File: config.mk
export PLATFORM = sky130hd
export DESIGN_NAME = rb_read_dispatcher
export DESIGN_NICKNAME = d
export VERILOG_FILES = /design/src/rtl/rb_read_dispatcher.sv
export SDC_FILE = /design/constraint.sdc
export NUM_CORES = 1
export LEC_CHECK = 0
export ABC_CLOCK_PERIOD_IN_PS = 6700
export BUFFER_PORTS_ARGS = -buffer_cell sky130_fd_sc_hd__buf_4
export CORE_MARGIN = 2
export CORE_UTILIZATION = 54
export CTS_BUF_LIST = sky130_fd_sc_hd__clkbuf_8
export DETAILED_ROUTE_END_ITERATION = 12
export PLACE_DENSITY = 0.82
export SYNTH_ARGS = -nofsm -noshare
export SYNTH_HDL_FRONTEND = slang
export SYNTH_SLANG_ARGS = --single-unit
File: constraint.sdc
create_clock -name clk -period 6.7 [get_ports clk]
set_input_delay 1.34 -clock clk [delete_from_list [all_inputs] [get_ports clk]]
set_output_delay 1.34 -clock clk [all_outputs]
set_load 0.01 [all_outputs]
File: src/rtl/rb_read_dispatcher.sv
// rtl/rb_read_dispatcher.sv - credit-throttled round-robin read issue and tagged drain of a DRAM read buffer
module rb_read_dispatcher #(
  parameter int NREQ     = 4,
  parameter int IDW      = 2,
  parameter int ADDRW    = 28,
  parameter int BURST    = 4,
  parameter int CAP      = 384,
  parameter int TAGDEPTH = 128
) (
  input  logic                  clk,
  input  logic                  rst,
  input  logic [NREQ-1:0]       req_valid_i,
  input  logic [NREQ*ADDRW-1:0] req_addr_i,
  output logic [NREQ-1:0]       req_grant_o,
  output logic                  cmd_valid_o,
  output logic [ADDRW-1:0]      cmd_addr_o,
  input  logic                  cmd_ready_i,
  input  logic [127:0]          rb_data_i,
  input  logic                  rb_empty_i,
  input  logic                  rb_single_error_i,
  input  logic                  rb_double_error_i,
  output logic                  rb_rd_o,
  output logic                  ret_valid_o,
  output logic [127:0]          ret_data_o,
  output logic [IDW-1:0]        ret_dest_o,
  output logic                  ret_last_o,
  input  logic                  ret_ready_i,
  input  logic                  clear_err_i,
  output logic [15:0]           se_count_o,
  output logic                  de_flag_o,
  output logic [IDW-1:0]        de_dest_o,
  output logic                  orphan_err_o
);

  localparam int OUTW = $clog2(CAP + BURST + 1);
  localparam int BW   = (BURST > 1) ? $clog2(BURST) : 1;
  localparam int TAW  = $clog2(TAGDEPTH);

  logic [OUTW-1:0] out_q, out_d;
  logic [IDW-1:0]  rr_q, rr_d;
  logic [BW-1:0]   beat_q, beat_d;
  logic [TAW:0]    wr_q, rd_q;
  logic [IDW-1:0]  tag_mem [TAGDEPTH];
  logic [15:0]     se_q, se_d;
  logic            de_flag_q, de_flag_d;
  logic [IDW-1:0]  de_dest_q, de_dest_d;
  logic            orphan_q, orphan_d;

  logic            tag_empty;
  logic            can_issue;
  logic            any_req;
  logic            hs;
  logic [IDW-1:0]  winner;

  // Scan downward so the last hit is the first requester at or after rr_q.
  always_comb begin
    winner  = '0;
    any_req = 1'b0;
    for (int k = NREQ - 1; k >= 0; k--) begin
      if (req_valid_i[(int'(rr_q) + k) % NREQ]) begin
        winner  = IDW'((int'(rr_q) + k) % NREQ);
        any_req = 1'b1;
      end
    end
  end

  assign can_issue   = (int'(out_q) + BURST) <= CAP;
  assign cmd_valid_o = any_req & can_issue;
  assign cmd_addr_o  = req_addr_i[int'(winner)*ADDRW +: ADDRW];
  assign hs          = cmd_valid_o & cmd_ready_i;
  assign req_grant_o = hs ? (NREQ'(1) << winner) : '0;

  assign tag_empty   = (wr_q == rd_q);
  assign ret_valid_o = ~rb_empty_i & ~tag_empty;
  assign ret_data_o  = rb_data_i;
  assign ret_dest_o  = tag_empty ? '0 : tag_mem[rd_q[TAW-1:0]];
  assign ret_last_o  = ret_valid_o & (beat_q == BW'(BURST - 1));
  assign rb_rd_o     = ret_valid_o & ret_ready_i;

  always_comb begin
    out_d = out_q + (hs ? OUTW'(BURST) : '0) - (rb_rd_o ? OUTW'(1) : '0);
    rr_d  = rr_q;
    if (hs) rr_d = (winner == IDW'(NREQ - 1)) ? '0 : winner + 1'b1;
    beat_d = beat_q;
    if (rb_rd_o) beat_d = ret_last_o ? '0 : beat_q + 1'b1;
  end

  // A same-cycle error event overrides the clear.
  always_comb begin
    se_d      = se_q;
    de_flag_d = de_flag_q;
    de_dest_d = de_dest_q;
    orphan_d  = orphan_q;
    if (clear_err_i) begin
      se_d      = '0;
      de_flag_d = 1'b0;
      de_dest_d = '0;
      orphan_d  = 1'b0;
    end
    if (rb_rd_o && rb_single_error_i)
      se_d = clear_err_i ? 16'd1 : ((se_q == 16'hFFFF) ? se_q : se_q + 16'd1);
    if (rb_rd_o && rb_double_error_i) begin
      de_flag_d = 1'b1;
      if (!de_flag_q || clear_err_i) de_dest_d = ret_dest_o;
    end
    if (!rb_empty_i && tag_empty) orphan_d = 1'b1;
  end

  always_ff @(posedge clk or posedge rst) begin
    if (rst) begin
      out_q     <= '0;
      rr_q      <= '0;
      beat_q    <= '0;
      wr_q      <= '0;
      rd_q      <= '0;
      se_q      <= '0;
      de_flag_q <= 1'b0;
      de_dest_q <= '0;
      orphan_q  <= 1'b0;
    end else begin
      out_q     <= out_d;
      rr_q      <= rr_d;
      beat_q    <= beat_d;
      se_q      <= se_d;
      de_flag_q <= de_flag_d;
      de_dest_q <= de_dest_d;
      orphan_q  <= orphan_d;
      if (hs) wr_q <= wr_q + 1'b1;
      if (rb_rd_o && ret_last_o) rd_q <= rd_q + 1'b1;
    end
  end

  always_ff @(posedge clk) begin
    if (hs) tag_mem[wr_q[TAW-1:0]] <= winner;
  end

  assign se_count_o   = se_q;
  assign de_flag_o    = de_flag_q;
  assign de_dest_o    = de_dest_q;
  assign orphan_err_o = orphan_q;

endmodule

======== Yosys cells after proc, flatten, opt, wreduce, memory -nomap -nowiden ========
Memories as Yosys holds them, arrays and structs flattened.
Index checks and enable logic that the tools add are counted.
cells by class
  multiply operators ...................... 1
  reductions and logical operators ........ 14
  multiplexer cells ....................... 37
  shift-type cells ........................ 2
  equality and inequality tests ........... 5
  magnitude comparators ................... 5
  add/sub/neg operators ................... 11
  bitwise logic cells ..................... 10
operator list
  cell                     count
  $shiftx A112 B8 Y28      1
  $mux W16                 4
  $mux W2                  10
  $mux W1                  17
  $add A16 B1 Y16 const B  1
  $add A8 B1 Y8 const B    2
  $eq A16 B16 Y1 const B   1
  $lt A3 B4 Y1 const B     3
  $add A9 B3 Y10 const B   1
  $le A10 B9 Y1 const B    1
  $add A9 B3 Y9            1
  $sub A9 B1 Y9            1
  $bmux W1 S2              4
  $eq A8 B8 Y1             1
  $add A2 B1 Y2 const B    3
  $reduce_bool A2 Y1       3
  $reduce_or A2 Y1         3
  $and A1 B1 Y1            5
  $mul A2 B3 Y5 const B    1
  $add A2 B2 Y2 const B    2
  $eq A2 B2 Y1 const B     2
  $logic_and A1 B1 Y1      4
  $mux W4                  1
  $shl A1 B2 Y4 const A    1
  8 further kinds          12
word-level totals
  register bits after elaboration ......... 49
  RAM bits ................................ 256
  memories ................................ 1
  bits of input ports ..................... 252
  output and inout bits ................... 186
  word-level logic and storage cells ...... 95
memories
  name     depth  width  read ports  clocked after Yosys merged registers in  write ports  line  source
  tag_mem  128    2      1           0                                        1            43    logic [IDW-1:0] tag_mem [TAGDEPTH];

======== Logic depth before layout (Yosys ltp) ========
Gate-level depths: netlist of the first run.
  depth in word-level cells ............... 15
  mapped depth ............................ 16
  depth with buffers taken out ............ 15

======== Worst setup path after synthesis of the first run ========
No wires, ideal clock.
  path type ............................... in2out
  start ................................... input port req_valid_i[0]
  end ..................................... output port req_grant_o[3]
  buffers on the path ..................... 2
  arrival time ............................ 4.842 ns
  slack ................................... 0.518 ns
  required time ........................... 5.360 ns
  stages .................................. 7
  cells stage by stage .................... a21oi_1 > o21a_1 > o22a_1 > clkbuf_1 > buf_1 > ha_1 > and2_1
between the ends
  elaborated cells between the ends (all ways) .. 23
  those cells by class .................... shift (1); mux (20); bitwise (2)
RTL lines
  item                                         line  source
  from (decl)                                  12    input logic [NREQ-1:0] req_valid_i,
  $bmux W1 S2                                  60    if (req_valid_i[(int'(rr_q) + k) % NREQ]) begin
  $mux W1 (not written as such) (2 in series)  60
  $mux W2 (3 in series)                        60
  $mux W2 *                                    60
  via winner[1]                                53    logic [IDW-1:0] winner;
  $shl A1 B2 Y4 *                              71    assign req_grant_o = hs ? (NREQ'(1) << winner) : '0;
  $mux W4 *                                    71
  to (decl)                                    14    output logic [NREQ-1:0] req_grant_o,
Mark *: on every way through the listed nets, which the timed path passes. The rest lies on a longest branch. The select of a mux whose other input is x is not followed.

======== Worst setup path in the final report of the first run ========
  start ................................... register rd_q[0]
  end ..................................... output port ret_dest_o[0]
between the ends
  cells in the longest elaborated chain, start to end .. 2
  elaborated cells between the ends (all ways) .. 3
  those cells by class .................... eq/ne (1); mux (1); memory (1)
RTL lines
  item                                                    line  source
  from (decl)                                             42    logic [TAW:0] wr_q, rd_q;
  from (signal assigned)                                  129   if (rb_rd_o && ret_last_o) rd_q <= rd_q + 1'b1;
  $mem_v2 Z128 W2 / $eq A8 B8 Y1 (equally long branches)  n/a
  $mux W2 *                                               76    assign ret_dest_o = tag_empty ? '0 : tag_mem[rd_q[TAW-1:0]];
  to (decl)                                               25    output logic [IDW-1:0] ret_dest_o,
Every way passes the cells marked *; elsewhere a longest branch is shown, timed or not.

==> results of run 1 <==
-- cells in the final DEF (no fill, tap or decap), types with 3 or more instances in the layout --
| master | count |
|---|---|
| a211oi_1 | 5 |
| edfxtp_1 | 256 |
| nor4b_1 | 3 |
| o21ai_0 | 4 |
| mux2i_1 | 36 |
| a2111oi_0 | 3 |
| o21bai_1 | 3 |
| a31oi_1 | 32 |
| mux2_2 | 9 |
| o221ai_1 | 3 |
| nor4_2 | 5 |
| and3_1 | 32 |
| nor2_1 | 164 |
| nand4_1 | 7 |
| nor4_1 | 8 |
| a221oi_1 | 3 |
| nor3_1 | 6 |
| a21oi_1 | 13 |
| nand2_1 | 152 |
| ha_1 | 22 |
| buf_4 | 195 |
| nand3_1 | 19 |
| xor2_1 | 12 |
| dfrtp_1 | 46 |
| o22ai_1 | 3 |
| xnor2_1 | 33 |
| inv_1 | 47 |
| and2_1 | 11 |
| clkinv_1 | 16 |
| nand2b_1 | 3 |
| clkbuf_8 | 49 |
| nand3b_1 | 6 |
| nor2b_1 | 10 |
| mux4_1 | 17 |
| mux4_2 | 37 |
| a22oi_1 | 3 |
-- final cells by class --
type / count / area (um^2) / share of cell area [%]
Multi-Input combinational cell: 698 / 5100 / 30.2
Clock buffer: 49 / 674 / 3.99
Clock inverter: 39 / 161 / 0.954
Sequential cell: 305 / 8920 / 52.7
Antenna cell: 1 / 2.50 / 0.0148
Timing Repair Buffer: 195 / 1460 / 8.65
Inverter: 31 / 116 / 0.688
Tap cell: 378 / 473 / 2.80
-- power by group through the flow --
stage	registers [W]	logic [W]	clock network (W)
3_3_place_gp	0.00262	0.00210	0
6_report	0.00259	0.00218	0.00138
2_1_floorplan	0.00246	0.00172	0
3_5_place_dp	0.00263	0.00216	0
4_1_cts	0.00259	0.00218	0.00140
5_1_grt	0.00261	0.00237	0.00147
-- metrics by stage --
step / utilization, % / total power (W) / cell area [um^2]
floorplan: - / 0.00418 / 15500
global placement: 57.4 / 0.00471 / 16100
detailed placement: 57.4 / 0.00479 / 16100
CTS: 60.4 / 0.00616 / 16900
global route: 60.4 / 0.00646 / 16900
finish: 60.4 / 0.00615 / 16900
-- layer usage --
| metal | global-route usage [%] | wire length (um) | vias up |
|---|---|---|---|
| li1 | - | - | 4433 |
| met1 | 29.6 | 13200 | 4853 |
| met2 | 41.1 | 18500 | 607 |
| met3 | 4.76 | 3230 | 127 |
| met4 | 12.2 | 1570 | 0 |
| met5 | 0 | 0 | - |
-- worst max path at each step --
stage	cells after the start	slack (ns)	to
2_1_floorplan	7	0.52	req_grant_o[3]
3_3_place_gp	10	1.83	cmd_addr_o[8]
3_5_place_dp	10	1.78	cmd_addr_o[24]
4_1_cts	7	1.46	ret_dest_o[0]
5_1_grt	7	1.26	ret_dest_o[0]
6_report	7	1.51	ret_dest_o[0]
-- critical path, delay by kind of cell (launching register included) --
family	cells	cell delay (ns)
compound gates	2	0.75
flops	1	0.94
mux	2	0.85
simple gates	1	0.08
buf+inv	2	0.65
-- flip-flops by register name, indices dropped and copies added (netlist names) --
name / count
orphan_err_o: 1
se_count_o: 16
beat_q: 2
tag_mem: 256
wr_q: 8
rr_q: 2
rd_q: 8
out_q: 9
de_flag_o: 1
de_dest_o: 2
-- kinds of logic (layout without fill, tap and decap cells) --
group | count (synthesis) | count (layout) | synth area share, %
fa+ha+maj | 23 | 23 | 1.91
buf+inv | 228 | 314 | 9.49
mux | 99 | 99 | 11.3
compound gates | 91 | 91 | 4.10
xor+xnor | 45 | 45 | 2.55
simple gates | 440 | 440 | 13.1
flops | 305 | 305 | 57.6
other cells | 0 | 1 | 0
==> results by group, run 1 <==
Routing
  – Vias per cell: 5.91
  – DRC: 0
  – Remaining antenna violation count after routing: 0
  – First DRT Iteration DRCs: 997
  – Vias: ~10000
  – Drt first pass iters: 7
  – Drt total wl: 36.5 mm
  – Wire length per cell: roughly 22 um

Yosys
  – Number of synthesized flops with an enable pin: between 200 and 300
  – Synthesized cell area: 0.0155 mm^2
  – Most frequent cell after synthesis: edfxtp_1
  – FFs w/ async S/R, synth: 16.1%
  – Mapped Nets: 1506
  – Largest area contributor in the netlist: edfxtp_1
  – Synth Warn #: 0
  – Main synth FF type: edfxtp_1
  – Synth Register Bits: 305
  – Synth top area share: approximately half
  – Mapped Avg Cell Area: 12.6 um^2
  – Yosys cell types: between 60 and 70
  – Part of the Yosys area used for sequential elements: 57.6%
  – Post-Synthesis Cells: 1231
  – Top cells by count, synth: edfxtp_1 (256), nor2_1 (164), nand2_1 (152)
  – Top cells by area, synth: edfxtp_1 (50%), dfrtp_1 (7.9%), buf_4 (6.4%), mux4_2 (5.4%), nor2_1 (4.0%)

Setup path
  – WS Path Type: register to output port
  – Critical Path Sink Type: output port
  – CP peak stage delay: 0.94 ns
  – Max FO, Critical Path: 43
  – Slowest cell on crit path: dfrtp_4
  – Reg-to-Reg Start: rd_q[1]
  – Crit-path cells: buf_4 -> mux4_1 -> mux2i_1 -> a2111oi_0 -> o32ai_1 -> nor2_1 -> buf_4
  – R2R cell count: 16
  – CP arrival: 3.85 ns
  – Reg2reg end: out_q[7]
  – Reg2reg setup slack: 2.22 ns
  – CP Data Required Time: ~5.4 ns
  – Crit path from: rd_q[0]
  – Kind of start point of the critical path: register
  – Most used cell, CP: buf_4

CTS
  – Reg clk slew, reported paths: approximately 0.060 ns
  – CTS Hold Bufs: 0
  – CTS tree: yes
  – Number of gates resized after CTS: 0
  – CTS Sinks: 305
  – Clock Latency Late Sink: 0.58 ns
  – Root buf cell: clkbuf_8
  – Number of CTS-inserted buffers: 47
  – Post-CTS setup buffer count: 0
  – Clk buf depth: 3
  – Clock H-tree levels: 2

Die
  – Placeable Area: 0.0280 mm^2
  – I/O pins: approximately 440
  – Die Ht: 173 um
  – Die area: 0.0300 mm^2
  – Rows: 61
  – Initial Utilization: 55.2%
  – Die W: 173 um

Placed design
  – Post-DP HPWL: 24.5 mm
  – DP Worst Slack: 1.78 ns
  – Placed cell count: 1607
  – IO buf count: 181
  – Placer Congestion: 0.913

Hold path
  – Hold path depth: 1
  – Hold Crit Class: register to register
  – Hold Startpoint: wr_q[7]
  – Hold Path Sink: wr_q[7]

GRT
  – Initial antenna violation count: 0
  – Total congestion overflow: 0
  – GRT Util Overall: 24.2%
  – Vias in the first global route: 10108
  – Pin count of the biggest net entering global routing: 129
  – First-pass GRT wire length: 56.0 mm

Power
  – Flop pwr share: between 40% and 50%
  – Max IR drop VDD: 0.250 mV
  – Clock share of power: 22.5%
  – Psw: 0.00218 W
  – Internal: about 0.004 W
  – P_leak: about 6.3 nW
  – Cell Pwr Density: 363 mW/mm^2
  – Switching part of the total: 35.4%
  – Comb pwr share: 35.4%

Cells and area
  – Non-Filler Instances: 1696
  – Area growth syn-to-layout: 9.35%
  – Final nets: 1553
  – # fillers: about 2100
  – Share of post-route cells with drive strength above 1: 23.5%

Timing
  – WHS: 0.491 ns
  – Final setup TNS: 0 ns
  – Slew margin rel.: 18.5%
  – Measured slew at the worst slew-check pin: 1.22 ns
  – Final WS setup: 1.51 ns
  – Final Hold Violating Endpoints: 0
  – RSZ-0062 raised after global routing: no
  – Max Clock Skew: 0.0338 ns
  – Fmax achieved: about 190 MHz
  – Setup violators final: 0
  – Pins Over Slew Limit: 0
  – Tmin final: 5.19 ns
  – Tcrit/Tclk final: 77.5%

Run status
  – Status: completed

Job
  – Max Cap Viol: 0
No activity file was read; power rests on OpenSTA's default activity.
==> run 2: changes to the inputs <==
--- a/config.mk
+++ b/config.mk
@@ -5,7 +5,7 @@
 export SDC_FILE = /design/constraint.sdc
 export NUM_CORES = 1
 export LEC_CHECK = 0
-export ABC_CLOCK_PERIOD_IN_PS = 6700
+export ABC_CLOCK_PERIOD_IN_PS = 5090
 export BUFFER_PORTS_ARGS = -buffer_cell sky130_fd_sc_hd__buf_4
 export CORE_MARGIN = 2
 export CORE_UTILIZATION = 54
==> constraint.sdc (replaced) <==
create_clock -name clk -period 5.09 [get_ports clk]
set_input_delay 1.018 -clock clk [delete_from_list [all_inputs] [get_ports clk]]
set_output_delay 1.018 -clock clk [all_outputs]
set_load 0.01 [all_outputs]
==> run 2 against run 1 <==
Cell area increased by 1.0%. Sequential power up 32%. Sequential share of layout area decreased by 0.56 points.
==> results by group, run 2 (synthesis results as in run 1) <==
Run status
  – Status: completed

Setup path
  – CP Data Required Time: 4.07 ns
  – WS Path Type: register to output port
  – Most used cell, CP: buf_4
  – Delay-heaviest family, CP: compound AO/OA/AOI/OAI gates
  – CP peak stage delay: 0.84 ns
  – Critical path depth in cells: 8
  – Crit-path cells: buf_4 -> or3b_1 -> o221ai_1 -> a221oi_1 -> a2111oi_0 -> o32ai_1 -> nor2_1 -> buf_4
  – CP bufs+invs: 2
  – Slowest cell on crit path: a2111oi_0
  – R2R cell count: 13
  – Kind of start point of the critical path: register
  – CP arrival: 3.89 ns
  – Max FO, Critical Path: between 40 and 50
  – Critical Path Sink Type: output port

Die
  – Die W: 173 um
  – Die area: 0.0300 mm^2
  – Placeable Area: ~0.028 mm^2
  – Rows: 61
  – Initial Utilization: 55.2%
  – Die Ht: 173 um
  – I/O pins: between 400 and 500

Cells and area
  – ANT cells: 0
  – Cell area after layout: roughly 0.017 mm^2
  – Max FFs per register: roughly 260
  – Area growth syn-to-layout: 10.5%
  – Commonest non-fill, non-tap cell in the layout: edfxtp_1
  – Share of post-route cells with drive strength above 1: 24.9%
  – Most frequent cells in the layout: edfxtp_1 (256), buf_4 (202), nor2_1 (164)
  – Final nets: 1562

Timing
  – Slew margin rel.: 15.1%
  – Final Hold Violating Endpoints: 0
  – Pins Over Slew Limit: 0
  – Final setup TNS: 0 ns
  – Max Clock Skew: 0.0240 ns
  – Setup violators final: 0
  – Fmax achieved: between 200 and 250 MHz
  – Measured slew at the worst slew-check pin: 1.27 ns
  – RSZ-0062 raised after global routing: no
  – Tcrit/Tclk final: 96.4%
  – Tmin final: between 4 and 5 ns

Power
  – Max IR drop VDD: 0.256 mV
  – Comb pwr share: 34.6%
  – Cell Pwr Density: 488 mW/mm^2
  – Clock share of power: 24.5%
  – Flop pwr share: 40.9%
  – Internal: around 0.0055 W
  – P_leak: 6.45 nW
  – Switching part of the total: 34.2%
  – Psw: 0.00285 W

Placed design
  – Post-DP HPWL: approximately 24 mm
  – Placer Congestion: 0.852
  – IO buf count: roughly 180
  – Placement Cell Area: 0.0161 mm^2

CTS
  – Clock H-tree levels: 2
  – CTS Hold Bufs: 0
  – CTS tree: yes
  – Clk buf depth: 3
  – Number of gates resized after CTS: 0
  – Reg clk slew, reported paths: 0.07 ns
  – CTS Sinks: just over 300
  – Number of CTS-inserted buffers: 48
  – Clock Latency Late Sink: 0.56 ns
  – Post-CTS setup buffer count: 0
  – Root buf cell: clkbuf_8

Routing
  – Vias: 10066
  – Remaining antenna violation count after routing: 0
  – Wire length per cell: ~21 um
  – First DRT Iteration DRCs: 1061
  – Vias per cell: 5.92
  – Drt total wl: 36.2 mm
  – Drt first pass iters: 8
  – DRC: 0

GRT
  – Vias in the first global route: 10364
  – Initial antenna violation count: 0
  – GRT Util Overall: 23.9%
  – Total congestion overflow: 0
  – Pin count of the biggest net entering global routing: roughly 130
  – First-pass GRT wire length: 56.3 mm

Hold path
  – Hold Crit Class: register to register
  – Hold path depth: 1

Job
  – Max Cap Viol: 0
## run 2: changes by cell type in the layout (fill, tap and decap cells not counted)
cell / previous run / this run
buf_12: 0 / 1
buf_4: 195 / 202
bufinv_16: 0 / 2
clkbuf_8: 49 / 57
clkinv_1: 16 / 4
clkinv_2: 2 / 6
clkinvlp_4: 2 / 0
dfrtp_2: 1 / 2
dfrtp_4: 2 / 1
diode_2: 1 / 0
inv_1: 47 / 44
inv_6: 1 / 0
## run 2: area by class of cell
cell class,instances,area [um^2]
sequential,305,8920
clock inverter,27,161
inverter,31,116
fill,2080,10900
clock buffer,57,785
timing repair buffer,203,1540
multi-input combinational,698,5100
tap,378,473
## run 2: worst paths after layout
kind / startpoint / to / slack [ns]
min in group asynchronous: rst / out_q[1] / 0.75
max reg2reg: rd_q[2] / out_q[8] / 1.13
min: wr_q[7] / wr_q[7] / 0.50
min reg2reg: wr_q[7] / wr_q[7] / 0.50
max in group asynchronous: rst / rd_q[0] / 3.53
max: rd_q[0] / ret_dest_o[0] / 0.18
## run 2: per-layer routing
metal / GRT usage (%) / wire [um] / part of all wire [%]
met5: 0 / 0 / 0
met2: 40.8 / 18300 / 50
met3: 5.29 / 3460 / 9.6
met4: 9.07 / 1170 / 3.2
met1: 29.9 / 13300 / 37
## run 2: worst reg2reg max path: cells and delay by family, from the launching register on
kind                       cells  cell delay, ns
adders and majority gates      2            0.44
and+or+nand+nor                1            0.07
AOI/OAI and AO/OA              6            1.68
buffers and inverters          2            0.20
DFF                            1            1.05
xor gates and xnor gates       2            0.42
## run 2: power groups by stage
stage	Combinational (W)	Clock (W)	Sequential, W
3_3_place_gp	0.00278	0	0.00345
4_1_cts	0.00289	0.00206	0.00341
5_1_grt	0.00315	0.00217	0.00344
6_report	0.00289	0.00204	0.00341
2_1_floorplan	0.00226	0	0.00322
3_5_place_dp	0.00287	0	0.00346
## run 2: through the flow
stage / worst slack (ns) / total power (W) / cells / hold WS, ns / util (%)
2_1_floorplan: 0.665 / 0.00548 / 1231 / 0.460 / -
3_3_place_gp: 0.860 / 0.00623 / 1615 / 0.476 / 57.6
3_5_place_dp: 0.770 / 0.00632 / 1615 / 0.479 / 57.6
4_1_cts: 0.139 / 0.00836 / 1699 / 0.492 / 61.0
5_1_grt: 0.0878 / 0.00876 / 1699 / 0.520 / 61.0
6_report: 0.184 / 0.00833 / 1699 / 0.498 / 61.0
==> run 3: changes to the inputs <==
--- a/config.mk
+++ b/config.mk
@@ -5,13 +5,16 @@
 export SDC_FILE = /design/constraint.sdc
 export NUM_CORES = 1
 export LEC_CHECK = 0
+export ABC_AREA = 1
 export ABC_CLOCK_PERIOD_IN_PS = 5090
 export BUFFER_PORTS_ARGS = -buffer_cell sky130_fd_sc_hd__buf_4
 export CORE_MARGIN = 2
-export CORE_UTILIZATION = 54
+export CORE_UTILIZATION = 55
 export CTS_BUF_LIST = sky130_fd_sc_hd__clkbuf_8
 export DETAILED_ROUTE_END_ITERATION = 12
-export PLACE_DENSITY = 0.82
+export GPL_ROUTABILITY_DRIVEN = 1
+export PLACE_DENSITY = 0.83
+export RECOVER_POWER = 50
 export SYNTH_ARGS = -nofsm -noshare
 export SYNTH_HDL_FRONTEND = slang
 export SYNTH_SLANG_ARGS = --single-unit
==> run 3 against run 2 <==
The run now ends with capacitance limit, slew limit left. Sequential share of layout area decreased by 1.7 points. First-iteration DRC count rose by 29%. Utilization fell by 0.89 points. Die area grew 3.5%. Total power rose by 36%. Global-route usage up 7.9 points. Clock power shrank 12%. Fmax grew 12%.
==> results by group, run 3 <==
GRT
  – Vias in the first global route: 12179
  – Total congestion overflow: 0
  – First-pass GRT wire length: 72.9 mm
  – Initial antenna violation count: 0
  – Pin count of the biggest net entering global routing: 101
  – GRT Util Overall: 31.8%

Cells and area
  – Share of post-route cells with drive strength above 1: 13.7%
  – Final nets: 2110
  – Most frequent cells in the layout: nand2_1 (381), nor2_1 (301), edfxtp_1 (256)
  – # fillers: approximately 2400
  – Commonest non-fill, non-tap cell in the layout: nand2_1
  – Max FFs per register: 256
  – Area growth syn-to-layout: 8.37%
  – Non-Filler Instances: ~2300
  – ANT cells: 0

Yosys
  – Proportion of synthesized area in mux cells: 0.0690%
  – Synth Register Bits: 305
  – Post-Synthesis Cells: 1798
  – Synth Warn #: 0
  – Synth top area share: 47.1%
  – Post-synthesis adder-cell area fraction: between 1.5 and 2%
  – Mapped Avg Cell Area: around 9.1 um^2
  – Number of synthesized flops with an enable pin: roughly 260
  – Simple-gate area share of the yosys netlist: a little over a fifth
  – Main synth FF type: edfxtp_1
  – Top cells by area, synth: edfxtp_1 (47%), nand2_1 (8.7%), dfrtp_1 (7.5%), nor2_1 (6.8%), buf_4 (6.0%)
  – Mapped Nets: 2073
  – Part of the Yosys area used for sequential elements: 54.6%
  – Top cells by count, synth: nand2_1 (380), nor2_1 (297), edfxtp_1 (256)
  – Synthesized cell area: 0.0163 mm^2
  – Largest family of logic cells by synthesized area: simple AND/OR/NAND/NOR gates
  – FFs w/ async S/R, synth: 16.1%
  – Post-Synth XOR/XNOR Area: 1.72%
  – Largest area contributor in the netlist: edfxtp_1
  – Yosys cell types: 45
  – Most frequent cell after synthesis: nand2_1
  – Complex-gate fraction of the synthesized area: 8.32%

CTS
  – Number of gates resized after CTS: 0
  – CTS Sinks: 305
  – Clock Latency Late Sink: 0.57 ns
  – Reg clk slew, reported paths: 0.07 ns
  – CTS Hold Bufs: 0
  – Number of CTS-inserted buffers: 47
  – Clk buf depth: 3
  – CTS tree: yes
  – Root buf cell: clkbuf_8
  – Post-CTS setup buffer count: 0
  – Clock H-tree levels: 2

Timing
  – Tmin final: 4.39 ns
  – Fmax achieved: 228 MHz
  – Tcrit/Tclk final: between 80% and 90%
  – Final setup TNS: 0 ns
  – Setup violators final: 0
  – Final Hold Violating Endpoints: 0
  – Slew margin rel.: -31.4%
  – RSZ-0062 raised after global routing: no
  – Measured slew at the worst slew-check pin: approximately 2 ns
  – Pins Over Slew Limit: 151
  – Max Clock Skew: 0.0207 ns

Setup path
  – Max FO, Critical Path: 96
  – WS Path Type: register to output port
  – CP Data Required Time: 4.07 ns
  – Delay-heaviest family, CP: simple AND/OR/NAND/NOR gates
  – CP arrival: 3.37 ns
  – Kind of start point of the critical path: register
  – Slowest cell on crit path: nand2_4
  – Critical Path Sink Type: output port
  – CP peak stage delay: 0.65 ns
  – CP bufs+invs: 3
  – Crit-path cells: xnor2_1 -> nand3_1 -> o21ai_0 -> inv_1 -> a21oi_1 -> nand3_1 -> nand2_4 -> buf_4 -> nand2_1 -> o211ai_1 -> nand2_1 -> buf_4

Routing
  – Vias per cell: approximately 5.7
  – Wire length per cell: 22.1 um
  – Drt total wl: 50.1 mm
  – Drt first pass iters: 7
  – First DRT Iteration DRCs: around 1400
  – DRC: 0
  – Vias: ~13000
  – Remaining antenna violation count after routing: 0

Run status
  – Status: finished, violations left
  – Failing checks: capacitance limit, slew limit

Die
  – Die area: 0.0311 mm^2
  – Placeable Area: slightly below 0.03 mm^2
  – Die W: roughly 180 um
  – Initial Utilization: 55.5%
  – I/O pins: 438
  – Rows: 63
  – Die Ht: 176 um

Power
  – P_leak: 7.24 nW
  – Cell Pwr Density: 642 mW/mm^2
  – Max IR drop VDD: between 0.5 and 0.6 mV

Placed design
  – Post-DP HPWL: 36.4 mm
  – IO buf count: 181
  – Placed cell count: 2176
  – Placer Congestion: 0.937

Job
  – Max Cap Viol: 2

Hold path
  – Hold Crit Class: register to register
## run 3: changes by cell type after synthesis, sizes merged, moves of 15 or more
cell    delta
and3      -29
inv      +141
o21ai    +113
a31oi     -30
mux4      -54
mux2i     -36
nor2     +137
nand2    +232
xor2      +15
xnor2     -28
nand3     +78
o211ai    +72
## run 3: power by group
group | internal, W | switching (W)
Sequential | 0.00367 | 0.000266
Combinational | 0.00182 | 0.00381
Clock | 0.000879 | 0.000920
## run 3: area by class of cell
type / count / area [um^2] / area share, %
Multi-Input combinational cell: 1107 / 5360 / 30.3
Clock inverter: 39 / 163 / 0.920
Sequential cell: 305 / 8920 / 50.4
Clock buffer: 48 / 661 / 3.74
Inverter: 174 / 657 / 3.72
Timing Repair Buffer: 200 / 1440 / 8.12
Tap cell: 390 / 488 / 2.76
## run 3: metrics by stage
stage	instance area (um^2)	setup WS [ns]	util, %	total power (W)	hold slack [ns]
6_report	17700	0.699	60.1	0.0114	0.508
5_1_grt	17700	0.396	60.1	0.0121	0.521
4_1_cts	17800	0.676	60.6	0.0114	0.507
3_5_place_dp	17000	0.751	57.8	0.00956	0.496
3_3_place_gp	17000	0.857	57.8	0.00940	0.481
2_1_floorplan	16300	0.631	-	0.00762	0.463
## run 3: cell families after synthesis
logic type               after synthesis
buffers and inverters                386
XOR/XNOR                              32
multiplexers                           1
AO/OA/AOI/OAI                        229
adder cells (fa/ha/maj)               23
flip-flops                           305
AND/OR/NAND/NOR                      822
## run 3: final timing paths
path	from	endpoint	slack, ns	cells after the start
min reg2reg	rd_q[7]	rd_q[7]	0.51	1
max	rr_q[0]	cmd_addr_o[9]	0.70	12
min	rd_q[7]	rd_q[7]	0.51	1
min in group asynchronous	rst	se_count_o[15]	1.09	2
max in group asynchronous	rst	rd_q[0]	2.59	2
max reg2reg	rd_q[0]	out_q[8]	1.06	17
## run 3: worst register-to-register path, cell delays in order (launching register included)
cell	delay, ns
dfrtp_4	0.70
buf_4	0.53
nand2_1	0.12
nand4_1	0.10
nor2_1	0.04
nand2_1	0.23
nand2_4	0.08
nor2_1	0.60
ha_1	0.28
inv_1	0.05
ha_1	0.19
nand3_1	0.10
nand2_1	0.09
a21o_1	0.18
a21oi_1	0.21
o21ai_0	0.12
a21oi_1	0.17
xor2_1	0.16
## run 3: routing by layer
layer  vias up  share of wire (%)  wire, um  track usage (%)
met5         -                  0         0                0
met4         0                6.7      3340             18.6
met3       160                 15      7760             16.3
met2       808                 48     23900             52.7
met1      5926                 30     15100             32.1
li1       5899                  -         -                -
